$ cat src/rtl/alu_op_sequencer.sv
// alu_op_sequencer: issue-side controller for the 16-bit ALU.
//
// Takes one operation request over a valid/ready handshake and drives the ALU operands and
// control lines. It holds the result output enable for SETTLE_CYCLES cycles, then captures
// y/cout/zout. The persistent C/Z status flags live here, and C is fed back to the ALU as
// fcin. The result leaves through a valid/ready response handshake.
//
// Ports:
//   clk, reset_n            clock (rising edge), asynchronous active-low reset
//   req_valid/req_ready     request handshake; accepted on a clock edge when both are high
//   req_op/a/b              opcode (0..9 legal, 10..15 illegal) and operands
//   req_use_carry/req_ucin  carry source select and microsequencer carry
//   alu_a/alu_b/alu_f       latched operands and function code
//   alu_fsel/alu_csel       function unit select and carry-in select
//   alu_ucin/alu_fcin       microsequencer carry, flag carry
//   alu_fyoe                ALU result output enable (high only while driving)
//   alu_y/alu_cout/alu_zout ALU result bus, carry out and zero out
//   rsp_valid/rsp_ready     response handshake
//   rsp_y/rsp_err           captured result, illegal-opcode indication
//   flag_c/flag_z           status flags
//   flags_clr               synchronous clear of both flags
//
// Function code encoding: alu_f = {M, S[3:0]} of a 74181-style unit in 74181 mode, and a
// shift direction (0 = left, 1 = right) in shift mode.
module alu_op_sequencer #(
  parameter int unsigned SETTLE_CYCLES = 2
) (
  input  logic        clk,
  input  logic        reset_n,
  input  logic        req_valid,
  output logic        req_ready,
  input  logic [3:0]  req_op,
  input  logic [15:0] req_a,
  input  logic [15:0] req_b,
  input  logic        req_use_carry,
  input  logic        req_ucin,
  output logic [15:0] alu_a,
  output logic [15:0] alu_b,
  output logic [4:0]  alu_f,
  output logic        alu_fsel,
  output logic        alu_csel,
  output logic        alu_ucin,
  output logic        alu_fcin,
  output logic        alu_fyoe,
  input  logic [15:0] alu_y,
  input  logic        alu_cout,
  input  logic        alu_zout,
  output logic        rsp_valid,
  input  logic        rsp_ready,
  output logic [15:0] rsp_y,
  output logic        rsp_err,
  output logic        flag_c,
  output logic        flag_z,
  input  logic        flags_clr
);

  localparam logic [4:0] ALU_F_PASSA = 5'b0_0000;  // A plus Cn
  localparam logic [4:0] ALU_F_SUB   = 5'b0_0110;  // A minus B minus 1 plus Cn
  localparam logic [4:0] ALU_F_ADD   = 5'b0_1001;  // A plus B plus Cn
  localparam logic [4:0] ALU_F_PASSB = 5'b1_1010;
  localparam logic [4:0] ALU_F_NOT   = 5'b1_0000;
  localparam logic [4:0] ALU_F_XOR   = 5'b1_0110;
  localparam logic [4:0] ALU_F_AND   = 5'b1_1011;
  localparam logic [4:0] ALU_F_OR    = 5'b1_1110;
  localparam logic [4:0] ALU_F_SHL   = 5'b0_0000;
  localparam logic [4:0] ALU_F_SHR   = 5'b0_0001;

  localparam logic ALU_FSEL_74181 = 1'b0;
  localparam logic ALU_FSEL_SHIFT = 1'b1;

  localparam int unsigned CntW = 4;

  if (SETTLE_CYCLES < 1 || SETTLE_CYCLES > 15) begin : gen_bad_settle
    $error("SETTLE_CYCLES must be in 1..15");
  end

  typedef enum logic [1:0] {StIdle, StDrive, StResp} state_e;

  state_e            state_q, state_d;
  logic [CntW-1:0]   cnt_q, cnt_d;
  logic [15:0]       a_q, a_d, b_q, b_d;
  logic [4:0]        f_q, f_d;
  logic              fsel_q, fsel_d;
  logic              csel_q, csel_d;
  logic              ucin_q, ucin_d;
  logic              upd_c_q, upd_c_d;  // op writes flag_c at capture
  logic [15:0]       rsp_y_q, rsp_y_d;
  logic              rsp_err_q, rsp_err_d;
  logic              flag_c_q, flag_c_d;
  logic              flag_z_q, flag_z_d;

  // Opcode decode
  logic [4:0] op_f;
  logic       op_fsel;
  logic       op_legal;
  logic       op_upd_c;

  always_comb begin
    op_f     = ALU_F_PASSA;
    op_fsel  = ALU_FSEL_74181;
    op_legal = 1'b1;
    op_upd_c = 1'b0;
    case (req_op)
      4'd0: begin op_f = ALU_F_PASSA; op_upd_c = 1'b1; end
      4'd1: op_f = ALU_F_PASSB;
      4'd2: begin op_f = ALU_F_SUB; op_upd_c = 1'b1; end
      4'd3: begin op_f = ALU_F_ADD; op_upd_c = 1'b1; end
      4'd4: op_f = ALU_F_NOT;
      4'd5: op_f = ALU_F_XOR;
      4'd6: op_f = ALU_F_AND;
      4'd7: op_f = ALU_F_OR;
      4'd8: begin op_f = ALU_F_SHL; op_fsel = ALU_FSEL_SHIFT; end
      4'd9: begin op_f = ALU_F_SHR; op_fsel = ALU_FSEL_SHIFT; end
      default: op_legal = 1'b0;
    endcase
  end

  always_comb begin
    state_d   = state_q;
    cnt_d     = cnt_q;
    a_d       = a_q;
    b_d       = b_q;
    f_d       = f_q;
    fsel_d    = fsel_q;
    csel_d    = csel_q;
    ucin_d    = ucin_q;
    upd_c_d   = upd_c_q;
    rsp_y_d   = rsp_y_q;
    rsp_err_d = rsp_err_q;
    flag_c_d  = flag_c_q;
    flag_z_d  = flag_z_q;

    // Clear first so a capture on the same edge overrides it.
    if (flags_clr) begin
      flag_c_d = 1'b0;
      flag_z_d = 1'b0;
    end

    case (state_q)
      StIdle: begin
        if (req_valid) begin
          a_d    = req_a;
          b_d    = req_b;
          ucin_d = req_ucin;
          csel_d = req_use_carry;
          if (op_legal) begin
            f_d     = op_f;
            fsel_d  = op_fsel;
            upd_c_d = op_upd_c;
            cnt_d   = CntW'(SETTLE_CYCLES - 1);
            state_d = StDrive;
          end else begin
            // Never drive the ALU for an illegal op; answer straight away.
            rsp_y_d   = 16'h0000;
            rsp_err_d = 1'b1;
            state_d   = StResp;
          end
        end
      end
      StDrive: begin
        if (cnt_q == '0) begin
          rsp_y_d   = alu_y;
          rsp_err_d = 1'b0;
          flag_z_d  = alu_zout;
          if (upd_c_q) flag_c_d = alu_cout;
          state_d   = StResp;
        end else begin
          cnt_d = cnt_q - 1'b1;
        end
      end
      StResp: begin
        if (rsp_ready) state_d = StIdle;
      end
      default: state_d = StIdle;
    endcase
  end

  always_ff @(posedge clk or negedge reset_n) begin
    if (!reset_n) begin
      state_q   <= StIdle;
      cnt_q     <= '0;
      a_q       <= '0;
      b_q       <= '0;
      f_q       <= '0;
      fsel_q    <= 1'b0;
      csel_q    <= 1'b0;
      ucin_q    <= 1'b0;
      upd_c_q   <= 1'b0;
      rsp_y_q   <= '0;
      rsp_err_q <= 1'b0;
      flag_c_q  <= 1'b0;
      flag_z_q  <= 1'b0;
    end else begin
      state_q   <= state_d;
      cnt_q     <= cnt_d;
      a_q       <= a_d;
      b_q       <= b_d;
      f_q       <= f_d;
      fsel_q    <= fsel_d;
      csel_q    <= csel_d;
      ucin_q    <= ucin_d;
      upd_c_q   <= upd_c_d;
      rsp_y_q   <= rsp_y_d;
      rsp_err_q <= rsp_err_d;
      flag_c_q  <= flag_c_d;
      flag_z_q  <= flag_z_d;
    end
  end

  // Gated by reset_n so the sequencer reports not-ready while held in reset.
  assign req_ready = (state_q == StIdle) && reset_n;
  assign alu_fyoe  = (state_q == StDrive);
  assign rsp_valid = (state_q == StResp);
  assign alu_a     = a_q;
  assign alu_b     = b_q;
  assign alu_f     = f_q;
  assign alu_fsel  = fsel_q;
  assign alu_csel  = csel_q;
  assign alu_ucin  = ucin_q;
  assign alu_fcin  = flag_c_q;
  assign rsp_y     = rsp_y_q;
  assign rsp_err   = rsp_err_q;
  assign flag_c    = flag_c_q;
  assign flag_z    = flag_z_q;

endmodule
$ cat config.mk
export PLATFORM = sky130hd
export DESIGN_NAME = alu_op_sequencer
export DESIGN_NICKNAME = d
export VERILOG_FILES = /design/src/rtl/alu_op_sequencer.sv
export SDC_FILE = /design/constraint.sdc
export NUM_CORES = 1
export LEC_CHECK = 0
export ABC_AREA = 1
export CAP_MARGIN = 20
export CORE_MARGIN = 10
export CORE_UTILIZATION = 30
export DETAILED_ROUTE_END_ITERATION = 10
export PLACE_DENSITY = 0.61
export SLEW_MARGIN = 25
export SYNTH_ARGS = -nofsm -noshare
export SYNTH_HDL_FRONTEND = slang
export SYNTH_SLANG_ARGS = --single-unit
$ cat constraint.sdc
create_clock -name clk -period 2.1 [get_ports clk]
set_input_delay 0.42 -clock clk [delete_from_list [all_inputs] [get_ports clk]]
set_output_delay 0.42 -clock clk [all_outputs]
set_load 0.01 [all_outputs]
After elaboration in Yosys (flattened, before gate mapping)
Index checks and enable logic that the tools add are counted.
Cells by class
  add/subtract/negate cells: 1
  eq/ne operators: 17
  multiplexer cells: 28
  reductions and logical operators: 13
Operator list (number)
  $mux W16: 3
  $pmux W5 S8: 1
  $pmux W16 S2: 1
  $eq A4 B3 Y1 const B: 4
  $mux W1: 13
  $mux W4: 3
  $reduce_or A10 Y1: 1
  $eq A4 B2 Y1 const B: 2
  $eq A4 B4 Y1 const B: 2
  $logic_not A4 Y1: 2
  $mux W2: 4
  $ne A2 B2 Y1 const B: 4
  $pmux W4 S2: 1
  $reduce_and A4 Y1: 2
  $pmux W2 S3: 1
  $reduce_and A3 Y1: 2
  $eq A4 B1 Y1 const B: 1
  $ne A2 B1 Y1 const B: 2
  $sub A4 B1 Y4 const B: 1
  $reduce_or A3 Y1: 1
  $eq A2 B1 Y1 const B: 1
  $eq A2 B2 Y1 const B: 1
  $logic_not A2 Y1: 1
  $pmux W1 S2: 1
  other kinds (4): 4
Word-level totals
  bits in registers: 66
  input port bits: 61
  output and inout port bits: 63

Depth between registers and ports, before layout
  depth in word-level cells: 6
  mapped depth: 8
  depth with buffers taken out: 8

Least setup slack after synthesis
Ideal clock, no wire load.
  path type: reg2reg
  start: register cnt_q[0]
  end: register rsp_err_q (netlist: rsp_err)
  arrival: 1.179 ns
  required time: 1.983 ns
  path slack: 0.804 ns
  stages on the path, launching flop included: 9
  path buffers: 1
  period minus slack after synthesis: 1.296 ns
  cell sequence: dfrtp_1 inv_1 ha_1 nand3_4 nand2_2 nand2_4 buf_6 nand2_1 nand2_1
Between the ends
  word-level cells in the longest chain between the ends: 3
Ends and longest elaborated chain
  start: declaration: RTL line 80  | logic [CntW-1:0] cnt_q, cnt_d;
  start signal: assignment: RTL line 195  | cnt_q <= cnt_d;
  $logic_not A4 Y1: RTL line 161  | if (cnt_q == '0) begin
  $ne A2 B1 Y1 (no source line)
  $reduce_and A4 Y1 (no source line)
  end signal: assignment: RTL line 204  | rsp_err_q <= rsp_err_d;
  end: declaration: RTL line 88  | logic rsp_err_q, rsp_err_d;
Every way passes these cells.
A chain may end at the register's enable or synchronous reset.

Worst setup path in the final report
  start: register state_q[1]
  end: output port rsp_valid
Between the ends
  word-level cells in the longest chain between the ends: 1
Ends and longest elaborated chain
  start: declaration: RTL line 79  | state_e state_q, state_d;
  start signal: assignment: RTL line 180  | state_q <= StIdle;
  start signal: assignment: RTL line 194  | state_q <= state_d;
  $eq A2 B2 Y1: RTL line 213  | assign rsp_valid = (state_q == StResp);
  end: declaration: RTL line 48  | output logic rsp_valid,
Every way passes these cells.

==> metrics.csv <==
stage,metric,value,unit
clock_network,htree depth,3,
worst_setup_path,Worst EP required,1.68,ns
worst_setup_path,Reg2Reg Setup Slack,0.68,ns
placement,port bufs,123,
timing,part of the cycle the worst path needs,0.942,
die,die area,0.0136,mm²
routing,Vias/cell,4.33,
placement,GP Congestion,0.816,
die,initial cell density of the core,0.305,
clock_network,number of CTS-inserted buffers,9,
routing,drt total wl,8120,µm
timing,Max Freq,506,MHz
final_layout,diode count,0,
routing,DRT iter0 DRCs,101,
timing,"Hold Violations, Final",0,
worst_setup_path,CP max stage delay,0.56,ns
logic_synthesis,mapped cell area,0.00279,mm²
worst_setup_path,critical setup path kind,flip-flop to output pin,
routing,DR vias,2495,
logic_synthesis,#FFs+latches synth,66,
logic_synthesis,Post-synth top cells,"nand2_1 (183), dfrtp_1 (66), inv_1 (20)",
worst_setup_path,R2R cell count,6,
power,peak supply drop,508,µV
worst_setup_path,ordered cell list for the critical path,"inv_1, nor2_1, clkdlybuf4s50_1",
clock_network,CTS Hold Bufs,0,
logic_synthesis,most frequent cell after synthesis,nand2_1,
routing,M1 WL,3390,µm
routing,met3 wire length,674,µm
power,leakage power,0.00215,µW
logic_synthesis,Mean Syn Cell Area,8.39,µm²
die,die span in y,116,µm
routing,Max Used Layer,met4,
clock_network,CTS tree,done,
worst_setup_path,arrival time of the worst setup path,1.56,ns
power,PwrDens,1340,mW/mm²
logic_synthesis,Post-synth EDFFs,0,
run,maxcap violations,0,
placement,pre-CTS setup slack,0.250,ns
clock_network,clock tree buffer depth,2,
logic_synthesis,top cell type's share of synthesized area,0.591,
worst_setup_path,Critical Path Sink Type,output pin,
final_layout,share of cells above drive strength 1,0.0602,
worst_setup_path,Crit Path Max Fanout,3,
routing,DRC viols,0,
timing,max-slew violation count,0,
final_layout,Syn-to-layout area delta,54.6,%
timing,RSZ-0062 raised after global routing,false,
die,die width,116,µm
timing,setup slack after layout,0.122,ns
routing,Detail Route met2 WL,3990,µm
global_routing,antenna violations before repair,0,
timing,Final Skew,0.0107,ns
timing,Tmin final,1.98,ns
hold_path,worst hold path class,input pin to async pin,
logic_synthesis,ys flop type,dfrtp_1,
global_routing,first-pass GRT wire length,13000,µm
final_layout,nets,524,
clock_network,CTS sink cnt,66,
logic_synthesis,Synth area leader,dfrtp_1,
worst_setup_path,Buffers & Inverters on Critical Path,2,
timing,Setup Viol. Count Final,0,
clock_network,"Clk Latency, worst-skew pair",0.34,ns
placement,post-DP HPWL,6000,µm
worst_setup_path,Crit-path slowest cell,clkdlybuf4s50_1,
global_routing,Overflow after GRT,0,
worst_setup_path,Setup crit start kind,flip-flop,
timing,Setup Total Neg Slack,0,ns
global_routing,largest net degree at the start of global routing,67,
timing,Rel. slew slack,0.428,
clock_network,"CTS clk-pin slew, worst paths",0.07,ns
logic_synthesis,share of flip-flops with an asynchronous set or reset,1.00,
final_layout,Final Non-Filler Cells,576,
logic_synthesis,Synth warnings,0,
clock_network,root buffer cell,clkbuf_8,
logic_synthesis,sequential area share after synthesis,0.591,
routing,Routed Antenna Nets,0,
logic_synthesis,largest cells by area after synthesis,"dfrtp_1 (59%), nand2_1 (25%), inv_1 (2.7%), nand3_1 (2.5%), o21ai_0 (2.2%)",
routing,drt pass-1 iters,4,
routing,DR WL/cell,14.1,µm
global_routing,total track usage,0.122,
final_layout,register area,0.00165,mm²
die,Rows,35,
final_layout,number of fillers in the final layout,891,
logic_synthesis,Cell variety after synth,22,
worst_setup_path,Top delay family on crit path,buffers and inverters,
timing,Tightest Pin Transition,0.858,ns
global_routing,vias in the first global route,2648,
run_status,status,completed,
die,top-level I/O count,124,
worst_setup_path,CP Depth,3,
die,Core ar.,0.00915,mm²
final_layout,multi-input logic area,976,µm²
placement,Inst Count DP,561,
logic_synthesis,post-synthesis net count,396,
logic_synthesis,Cells after Synth,333,
[metal layers]
metal	vias up	GRT usage
li1	1264	-
met1	1147	0.139
met2	75	0.199
met3	9	0.0508
met4	0	0.0475
met5	-	0
[per-stage QoR]
stage	total power (µW)	util	instance area (µm²)	hold slack [ns]
after global placement	4790	0.451	4130	0.454
after CTS	5920	0.471	4310	0.325
after global routing	6290	0.472	4320	0.347
after detailed placement	4840	0.451	4130	0.458
after floorplan	3370	-	2790	0.124
final	5790	0.472	4320	0.272
[repair_timing]
action | in CTS | in global routing
setup buffers | 0 | 0
endpoints found under the setup margin | 0 | 1
gates resized for setup | 0 | 1
[cells by family after synthesis]
logic type / after synthesis / synth area share
xor+xnor: 1 / 0.00314
flops: 66 / 0.591
buf+inv: 34 / 0.0591
compound gates: 15 / 0.0278
simple gates: 215 / 0.310
fa+ha+maj: 2 / 0.00896
[registers in the layout, indices dropped and copies added (netlist names)]
name	flops
alu_a	16
alu_b	16
rsp_y	16
alu_f	5
cnt_q	4
state_q	2
alu_csel	1
alu_fcin	1
alu_fsel	1
alu_ucin	1
flag_z	1
rsp_err	1
upd_c_q	1
[worst paths after layout]
check,start,endpoint
setup / recovery,state_q[1],rsp_valid
hold / removal,reset_n,cnt_q[3]
setup reg to reg,state_q[1],upd_c_q
hold reg to reg,rsp_y[4],rsp_y[4]
max in group asynchronous,reset_n,alu_a[2]
min in group clk,rsp_y[4],rsp_y[4]
[report_power, final]
| group | internal (µW) | switching [µW] |
|---|---|---|
| Sequential | 1810 | 301 |
| Clock | 572 | 465 |
| Combinational | 1340 | 1300 |
| Total | 3730 | 2060 |
[layout by cell type (no fill, tap or decap)]
| cell | synthesis | routed |
|---|---|---|
| a21oi_1 | 1 | 1 |
| buf_12 | 0 | 1 |
| buf_2 | 3 | 1 |
| buf_4 | 7 | 4 |
| bufinv_16 | 0 | 1 |
| clkbuf_1 | 0 | 2 |
| clkbuf_8 | 0 | 10 |
| clkdlybuf4s50_1 | 0 | 121 |
| clkinv_2 | 0 | 2 |
| dfrtp_1 | 66 | 66 |
| dlymetal6s2s_1 | 0 | 1 |
| ha_1 | 2 | 2 |
| inv_1 | 20 | 20 |
| inv_2 | 3 | 3 |
| nand2_1 | 183 | 183 |
| nand2_2 | 1 | 1 |
| nand2_4 | 1 | 1 |
| nand3_1 | 14 | 14 |
| nand3_4 | 1 | 1 |
| nand3b_1 | 1 | 1 |
| nor2_1 | 11 | 11 |
| nor2_2 | 1 | 1 |
| nor2_4 | 1 | 1 |
| o21ai_0 | 12 | 12 |
| o21ai_1 | 1 | 1 |
| o31ai_1 | 1 | 1 |
| or2_2 | 1 | 1 |
| xnor2_1 | 1 | 1 |
[worst reg2reg max path: stages (launching register included)]
cell,delay [ns]
dfrtp_1,0.44
nor2_2,0.14
nand2_1,0.20
a21oi_1,0.17
buf_4,0.19
nand3_1,0.09
o21ai_0,0.08
[cell type report]
cell class	instances	area share
tap	111	0.0322
multi-input combinational	233	0.226
timing repair buffer	128	0.296
clock inverter	3	0.00928
sequential	66	0.383
clock buffer	12	0.0336
inverter	23	0.0200
Power figures use the tool's default switching activity.
